### src/rtl/apb4_csr_hub_pkg.sv
// Shared types and constants for the APB4 CSR hub.
// The privilege check is enabled by defining APB4_CSR_HUB_PROT_CHECK_EN.
package apb4_csr_hub_pkg;

  // The wait counter must be wide enough to hold WAIT_STATES (0..15).
  localparam int WCNT_W = 4;

  typedef enum logic {
    ST_IDLE,
    ST_ACCESS
  } state_t;

  typedef enum logic [2:0] {
    ERR_NONE,
    ERR_ALIGN,
    ERR_RANGE,
    ERR_RO,
    ERR_PRIV
  } err_cause_t;

endpackage

### src/rtl/apb4_csr_hub_reg.sv
// One CSR word: the software write updates strobed bytes; the hardware load
// fills every byte that software is not writing in the same cycle.
module apb4_csr_hub_reg
  import apb4_csr_hub_pkg::*;
#(
  parameter int DATA_WIDTH = 32
) (
  input  logic                    clk,
  input  logic                    rst,
  input  logic                    sw_we,
  input  logic [DATA_WIDTH/8-1:0] sw_strb,
  input  logic [DATA_WIDTH-1:0]   sw_data,
  input  logic                    hw_we,
  input  logic [DATA_WIDTH-1:0]   hw_data,
  output logic [DATA_WIDTH-1:0]   q
);

  localparam int NB = DATA_WIDTH / 8;

  logic [DATA_WIDTH-1:0] q_reg;
  logic [DATA_WIDTH-1:0] q_next;

  genvar gi;
  generate
    for (gi = 0; gi < NB; gi++) begin : g_byte
      assign q_next[gi*8 +: 8] = (sw_we && sw_strb[gi]) ? sw_data[gi*8 +: 8] :
                                 hw_we                  ? hw_data[gi*8 +: 8] :
                                                          q_reg[gi*8 +: 8];
    end
  endgenerate

  always_ff @(posedge clk) begin
    if (rst) begin
      q_reg <= '0;
    end else begin
      q_reg <= q_next;
    end
  end

  assign q = q_reg;

endmodule

### src/rtl/apb4_csr_hub.sv
// APB4 slave exposing NUM_REGS CSR words with SW/HW update and access pulses.
// Define APB4_CSR_HUB_PROT_CHECK_EN to reject unprivileged access to PRIV_MASK words.
module apb4_csr_hub
  import apb4_csr_hub_pkg::*;
#(
  parameter int          DATA_WIDTH  = 32,
  parameter int          NUM_REGS    = 8,
  parameter int          ADDR_WIDTH  = 8,
  parameter int          WAIT_STATES = 0,
  parameter logic [63:0] RO_MASK     = '0,
  parameter logic [63:0] PRIV_MASK   = '0
) (
  input  logic                           clk,
  input  logic                           rst,
  input  logic                           psel,
  input  logic                           penable,
  input  logic                           pwrite,
  input  logic [ADDR_WIDTH-1:0]          paddr,
  input  logic [DATA_WIDTH-1:0]          pwdata,
  input  logic [DATA_WIDTH/8-1:0]        pstrb,
  input  logic [2:0]                     pprot,
  output logic [DATA_WIDTH-1:0]          prdata,
  output logic                           pready,
  output logic                           pslverr,
  input  logic [NUM_REGS-1:0]            hw_wr_en,
  input  logic [NUM_REGS*DATA_WIDTH-1:0] hw_wr_data,
  output logic [NUM_REGS*DATA_WIDTH-1:0] reg_q,
  output logic [NUM_REGS-1:0]            sw_wr_pulse,
  output logic [NUM_REGS-1:0]            sw_rd_pulse
);

  localparam int IDXW = ADDR_WIDTH - 2;
  localparam logic [WCNT_W-1:0] WAIT_LOAD = WCNT_W'(WAIT_STATES);

  state_t                state_reg;
  logic [WCNT_W-1:0]     cnt_reg;
  logic [NUM_REGS-1:0]   sw_wr_pulse_reg;
  logic [NUM_REGS-1:0]   sw_rd_pulse_reg;

  logic [IDXW-1:0]       idx;
  logic [NUM_REGS-1:0]   sel;
  logic [DATA_WIDTH-1:0] q_arr    [NUM_REGS];
  logic [DATA_WIDTH-1:0] rd_terms [NUM_REGS];
  logic [DATA_WIDTH-1:0] rd_mux;
  err_cause_t            err_cause;
  logic                  xfer_err;
  logic                  access_end;
  logic                  commit_wr;
  logic                  commit_rd;

  assign idx = paddr[ADDR_WIDTH-1:2];

  genvar gi;
  generate
    for (gi = 0; gi < NUM_REGS; gi++) begin : g_reg
      // One-hot decode; an index beyond NUM_REGS leaves sel all-zero.
      assign sel[gi]      = (idx == IDXW'(gi));
      assign rd_terms[gi] = sel[gi] ? q_arr[gi] : '0;
      assign reg_q[gi*DATA_WIDTH +: DATA_WIDTH] = q_arr[gi];

      apb4_csr_hub_reg #(
        .DATA_WIDTH (DATA_WIDTH)
      ) u_reg (
        .clk     (clk),
        .rst     (rst),
        .sw_we   (commit_wr && sel[gi]),
        .sw_strb (pstrb),
        .sw_data (pwdata),
        .hw_we   (hw_wr_en[gi]),
        .hw_data (hw_wr_data[gi*DATA_WIDTH +: DATA_WIDTH]),
        .q       (q_arr[gi])
      );
    end
  endgenerate

  always_comb begin
    rd_mux = '0;
    for (int i = 0; i < NUM_REGS; i++) begin
      rd_mux = rd_mux | rd_terms[i];
    end
  end

  always_comb begin
    err_cause = ERR_NONE;
    if (paddr[1:0] != 2'b00) begin
      err_cause = ERR_ALIGN;
    end else if (!(|sel)) begin
      err_cause = ERR_RANGE;
    end else if (pwrite && (|(sel & RO_MASK[NUM_REGS-1:0]))) begin
      err_cause = ERR_RO;
`ifdef APB4_CSR_HUB_PROT_CHECK_EN
    end else if (!pprot[0] && (|(sel & PRIV_MASK[NUM_REGS-1:0]))) begin
      err_cause = ERR_PRIV;
`endif
    end
  end

`ifdef APB4_CSR_HUB_PROT_CHECK_EN
  logic unused_prot;
  assign unused_prot = ^pprot[2:1];
`else
  logic unused_prot;
  assign unused_prot = ^{pprot, PRIV_MASK};
`endif

  assign xfer_err   = (err_cause != ERR_NONE);
  // pready is combinational so a zero-wait slave completes in the first access cycle.
  assign access_end = !rst && (state_reg == ST_ACCESS) && psel && penable && (cnt_reg == '0);
  assign commit_wr  = access_end && pwrite && !xfer_err;
  assign commit_rd  = access_end && !pwrite && !xfer_err;

  assign pready      = access_end;
  assign pslverr     = access_end && xfer_err;
  assign prdata      = commit_rd ? rd_mux : '0;
  assign sw_wr_pulse = sw_wr_pulse_reg;
  assign sw_rd_pulse = sw_rd_pulse_reg;

  always_ff @(posedge clk) begin
    if (rst) begin
      state_reg       <= ST_IDLE;
      cnt_reg         <= '0;
      sw_wr_pulse_reg <= '0;
      sw_rd_pulse_reg <= '0;
    end else begin
      sw_wr_pulse_reg <= commit_wr ? sel : '0;
      sw_rd_pulse_reg <= commit_rd ? sel : '0;
      case (state_reg)
        ST_IDLE: begin
          if (psel && !penable) begin
            state_reg <= ST_ACCESS;
            cnt_reg   <= WAIT_LOAD;
          end
        end
        ST_ACCESS: begin
          if (!psel) begin
            state_reg <= ST_IDLE;
            cnt_reg   <= '0;
          end else if (!penable) begin
            // A repeated setup phase restarts the wait count.
            cnt_reg <= WAIT_LOAD;
          end else if (cnt_reg != '0) begin
            cnt_reg <= cnt_reg - 1'b1;
          end else begin
            state_reg <= ST_IDLE;
          end
        end
        default: begin
          state_reg <= ST_IDLE;
          cnt_reg   <= '0;
        end
      endcase
    end
  end

endmodule
### config.mk
export PLATFORM = sky130hd
export DESIGN_NAME = apb4_csr_hub
export DESIGN_NICKNAME = d
export VERILOG_FILES = /design/src/rtl/apb4_csr_hub_pkg.sv /design/src/rtl/apb4_csr_hub_reg.sv /design/src/rtl/apb4_csr_hub.sv
export SDC_FILE = /design/constraint.sdc
export NUM_CORES = 1
export LEC_CHECK = 0
export CAP_MARGIN = 25
export CORE_AREA = 2 2 240 242
export CTS_BUF_LIST = sky130_fd_sc_hd__clkbuf_8 sky130_fd_sc_hd__clkbuf_16
export DETAILED_ROUTE_END_ITERATION = 8
export DIE_AREA = 0 0 242 244
export GPL_ROUTABILITY_DRIVEN = 1
export SLEW_MARGIN = 20
export SYNTH_ARGS = -nofsm -noshare
export SYNTH_HDL_FRONTEND = slang
export SYNTH_SLANG_ARGS = --single-unit
### constraint.sdc
create_clock -name clk -period 2.7 [get_ports clk]
set_clock_uncertainty 0.2 [all_clocks]
set_input_delay 0.54 -clock clk [delete_from_list [all_inputs] [get_ports clk]]
set_output_delay 0.54 -clock clk [all_outputs]
set_load 0.03 [all_outputs]
==> insert_results.sql <==
INSERT INTO impl_metrics (metric_group, metric, value, unit) VALUES
('run_status', 'violations_in_the_final_reports', 'negative setup slack', ''),
('floorplanning', 'placement_rows', '87', ''),
('yosys', 'ys_seq_elements', '277', ''),
('yosys', 'synth_area_leader_cell', 'sky130_fd_sc_hd__dfxtp_1', ''),
('setup_path', 'critical_path.reg2reg.endpoint', 'g_reg[4].u_reg.q[18]', ''),
('cells_and_area', 'layout-drive-gt1-share', '28.6', '%'),
('hold_path', 'timing.hold.worst.class', 'in -> reg', ''),
('global_route', 'grt_antenna_before_repair', '7', ''),
('clock_tree', 'holdBufCountCts', '0', ''),
('cells_and_area', 'most-common-layout-cells', '566 x sky130_fd_sc_hd__clkdlybuf4s50_1, 545 x sky130_fd_sc_hd__mux2i_1, 275 x sky130_fd_sc_hd__dfxtp_1', ''),
('sta', 'worst_relative_slew_slack', '48.9', '%'),
('yosys', 'synth_cell_types', '54', ''),
('sta', 'min_period_over_period', '125', '%'),
('sta', 'final_critical_path_setup_slack', '-0.671', 'ns'),
('run_status', 'result_of_the_run', 'complete, but fails checks', ''),
('cells_and_area', 'design.final.nets', '2569', ''),
('cells_and_area', 'number_of_flip_flops_in_the_largest_register', '256', ''),
('sta', 'rsz0062_at_grt', 'yes', ''),
('placed_design', 'pre_cts_ws', '-0.953', 'ns'),
('sta', 'setup_violations', '34', ''),
('clock_tree', 'h-tree-depth', '2', ''),
('setup_path', 'worst_ep_arrival_time', '2.63', 'ns'),
('setup_path', 'timing.critical_path.to_type', 'primary output', ''),
('hold_path', 'min_delay_worst_endpoint', 'state_reg', ''),
('clock_tree', 'cts.path.max_buffers', '3', ''),
('clock_tree', 'clock_latency', '0.53', 'ns'),
('yosys', 'mappedNetlistNets', '1887', ''),
('clock_tree', 'numClockSinks', '277', ''),
('sta', 'fmax', '297', 'MHz'),
('yosys', 'postSynthAreaPerCell', '10.0', 'um2'),
('clock_tree', 'worst_setup_hold_path_clk_slew', '0.06', 'ns'),
('yosys', 'synthTopCellsByArea', 'sky130_fd_sc_hd__dfxtp_1 35%, sky130_fd_sc_hd__mux2i_1 35%, sky130_fd_sc_hd__or2_2 10%, sky130_fd_sc_hd__a22oi_1 2.1%, sky130_fd_sc_hd__mux4_2 2.0%', ''),
('placed_design', 'place_inst', '2965', ''),
('routing', 'detail_route.first_pass.iterations', '5', ''),
('placed_design', 'postPlaceCellArea', '24700', 'um2'),
('routing', 'route.detailed.wl_per_inst', '27.3', 'um'),
('setup_path', 'regToRegSetupSlack', '0.17', 'ns'),
('global_route', 'grt_max_degree', '164', ''),
('routing', 'average_via_count_per_standard_cell', '5.06', ''),
('floorplanning', 'core', '56200', 'um2'),
('yosys', 'cell_count_after_synthesis', '1570', ''),
('cells_and_area', 'layout.cells.non_filler', '3035', ''),
('global_route', 'grt_pass1_wl', '117000', 'um'),
('yosys', 'postSynth.asyncResetShare', '0', '%'),
('cells_and_area', 'area_delta_synth_final', '65.6', '%'),
('clock_tree', 'clock_tree.root_cell', 'sky130_fd_sc_hd__clkbuf_16', ''),
('setup_path', 'path_class', 'reg -> out', ''),
('power', 'power_density', '456', 'nW/um2'),
('setup_path', 'worst-r2r-cell-count', '9', ''),
('clock_tree', 'clock_tree_from_tritoncts', 'built', ''),
('routing', 'total_wire_length_after_detailed_routing', '82900', 'um'),
('setup_path', 'worst-endpoint-required', '1.96', 'ns'),
('global_route', 'global_route.usage.total', '27.0', '%'),
('cells_and_area', 'n_fill_cell', '5329', ''),
('cells_and_area', 'layout.cells.most_common', 'sky130_fd_sc_hd__clkdlybuf4s50_1', ''),
('floorplanning', 'top_level_ports', '622', ''),
('placed_design', 'gp_routability_congestion', '0.892', ''),
('global_route', 'number_of_global_route_vias_before_repair', '16000', ''),
('routing', 'vias', '15300', ''),
('floorplanning', 'floorplan.die_area', '59000', 'um2'),
('routing', 'antenna_violating_nets_post_route', '0', ''),
('floorplanning', 'overall_die_height', '244', 'um'),
('routing', 'drc_errors', '0', ''),
('power', 'ir_worst_vdd', '0.000309', 'V'),
('setup_path', 'startpoint_type', 'flop', ''),
('hold_path', 'whs_path_depth', '3', ''),
('yosys', 'synth_warnings', '0', ''),
('yosys', 'synth_ff_type', 'sky130_fd_sc_hd__dfxtp_1', ''),
('sta', 'fin_setup_tns', '-19.85', 'ns'),
('flow_run', 'max_cap_violations', '0', ''),
('power', 'p_leak', '11.5', 'nW');
critical path, cell delays in order, from the launching register on:
cell	delay, ns
sky130_fd_sc_hd__dfxtp_2	0.35
sky130_fd_sc_hd__nand3_2	0.08
sky130_fd_sc_hd__or4_4	0.54
sky130_fd_sc_hd__or3_4	0.53
sky130_fd_sc_hd__buf_16	0.22
sky130_fd_sc_hd__a31oi_4	0.19
sky130_fd_sc_hd__buf_6	0.16
synthesized netlist by cell type, types with 11 or more instances:
cell / number
sky130_fd_sc_hd__o22ai_1: 11
sky130_fd_sc_hd__mux4_2: 14
sky130_fd_sc_hd__buf_2: 11
sky130_fd_sc_hd__buf_1: 65
sky130_fd_sc_hd__nor2_1: 19
sky130_fd_sc_hd__a22oi_1: 43
sky130_fd_sc_hd__nand3_1: 13
sky130_fd_sc_hd__nand2_2: 26
sky130_fd_sc_hd__nor3_1: 12
sky130_fd_sc_hd__nand2_1: 27
sky130_fd_sc_hd__or2_2: 258
sky130_fd_sc_hd__dfxtp_1: 277
sky130_fd_sc_hd__nand2b_1: 37
sky130_fd_sc_hd__a31oi_1: 18
sky130_fd_sc_hd__a21oi_1: 26
sky130_fd_sc_hd__clkbuf_1: 64
sky130_fd_sc_hd__mux2i_1: 545
where the power goes:
| group | switching [mW] | leakage [nW] | internal, mW |
|---|---|---|---|
| clock network | 1.87 | 0.588 | 2.71 |
| registers | 0.255 | 2.28 | 4.32 |
| logic | 1.35 | 8.67 | 1.37 |
stage by stage:
stage	utilization (%)	total power, mW	hold slack, ns
4_1_cts	46.3	12.0	0.323
5_1_grt	46.3	12.3	0.156
3_3_place_gp	43.9	7.36	0.279
3_5_place_dp	43.9	7.36	0.309
6_report	46.3	11.9	0.159
2_1_floorplan	-	5.91	0.254
metal layers:
metal	vias to the layer above	global-route usage (%)	part of all wire (%)	wire [um]
li1	6965	-	-	-
met1	7558	33.4	42	34600
met2	688	47.5	49	40800
met3	132	4.97	6.2	5120
met4	6	8.41	2.9	2420
met5	-	0	0.043	36
cells by family after synthesis:
logic type               after synthesis  share of synthesized area [%]
AO/OA/AOI/OAI                        128                           5.54
adder cells (fa/ha/maj)                1                         0.0796
buffers and inverters                152                           3.96
flip-flops                           277                           35.3
multiplexers                         563                           37.0
AND/OR/NAND/NOR                      449                           18.2
layout make-up:
class | instances | area, um2 | share of cell area [%]
Inverter | 5 | 18.8 | 0.0721
Tap cell | 756 | 946 | 3.63
Clock inverter | 14 | 62.6 | 0.240
Sequential cell | 277 | 5550 | 21.3
Antenna cell | 4 | 10.0 | 0.0384
Timing Repair Buffer | 792 | 8360 | 32.1
Multi-Input combinational cell | 1141 | 10000 | 38.6
Clock buffer | 46 | 1050 | 4.03
how the worst max path moves through the flow:
stage / startpoint / to / slack [ns] / depth (start not counted)
2_1_floorplan: paddr[5] / prdata[30] / -0.37 / 6
3_3_place_gp: paddr[5] / prdata[30] / -0.97 / 7
3_5_place_dp: paddr[5] / prdata[1] / -0.95 / 7
4_1_cts: cnt_reg[1] / prdata[24] / -0.71 / 8
5_1_grt: state_reg / prdata[1] / -0.72 / 6
6_report: state_reg / prdata[1] / -0.67 / 6
what timing repair did:
action | in CTS | in global routing
endpoints found under the setup margin | 40 | 34
setup buffers | 3 | 1
pin swaps | 4 | 2
gates cloned | 2 | 1
gates resized for setup | 50 | 7
Power figures use the tool's default switching activity.
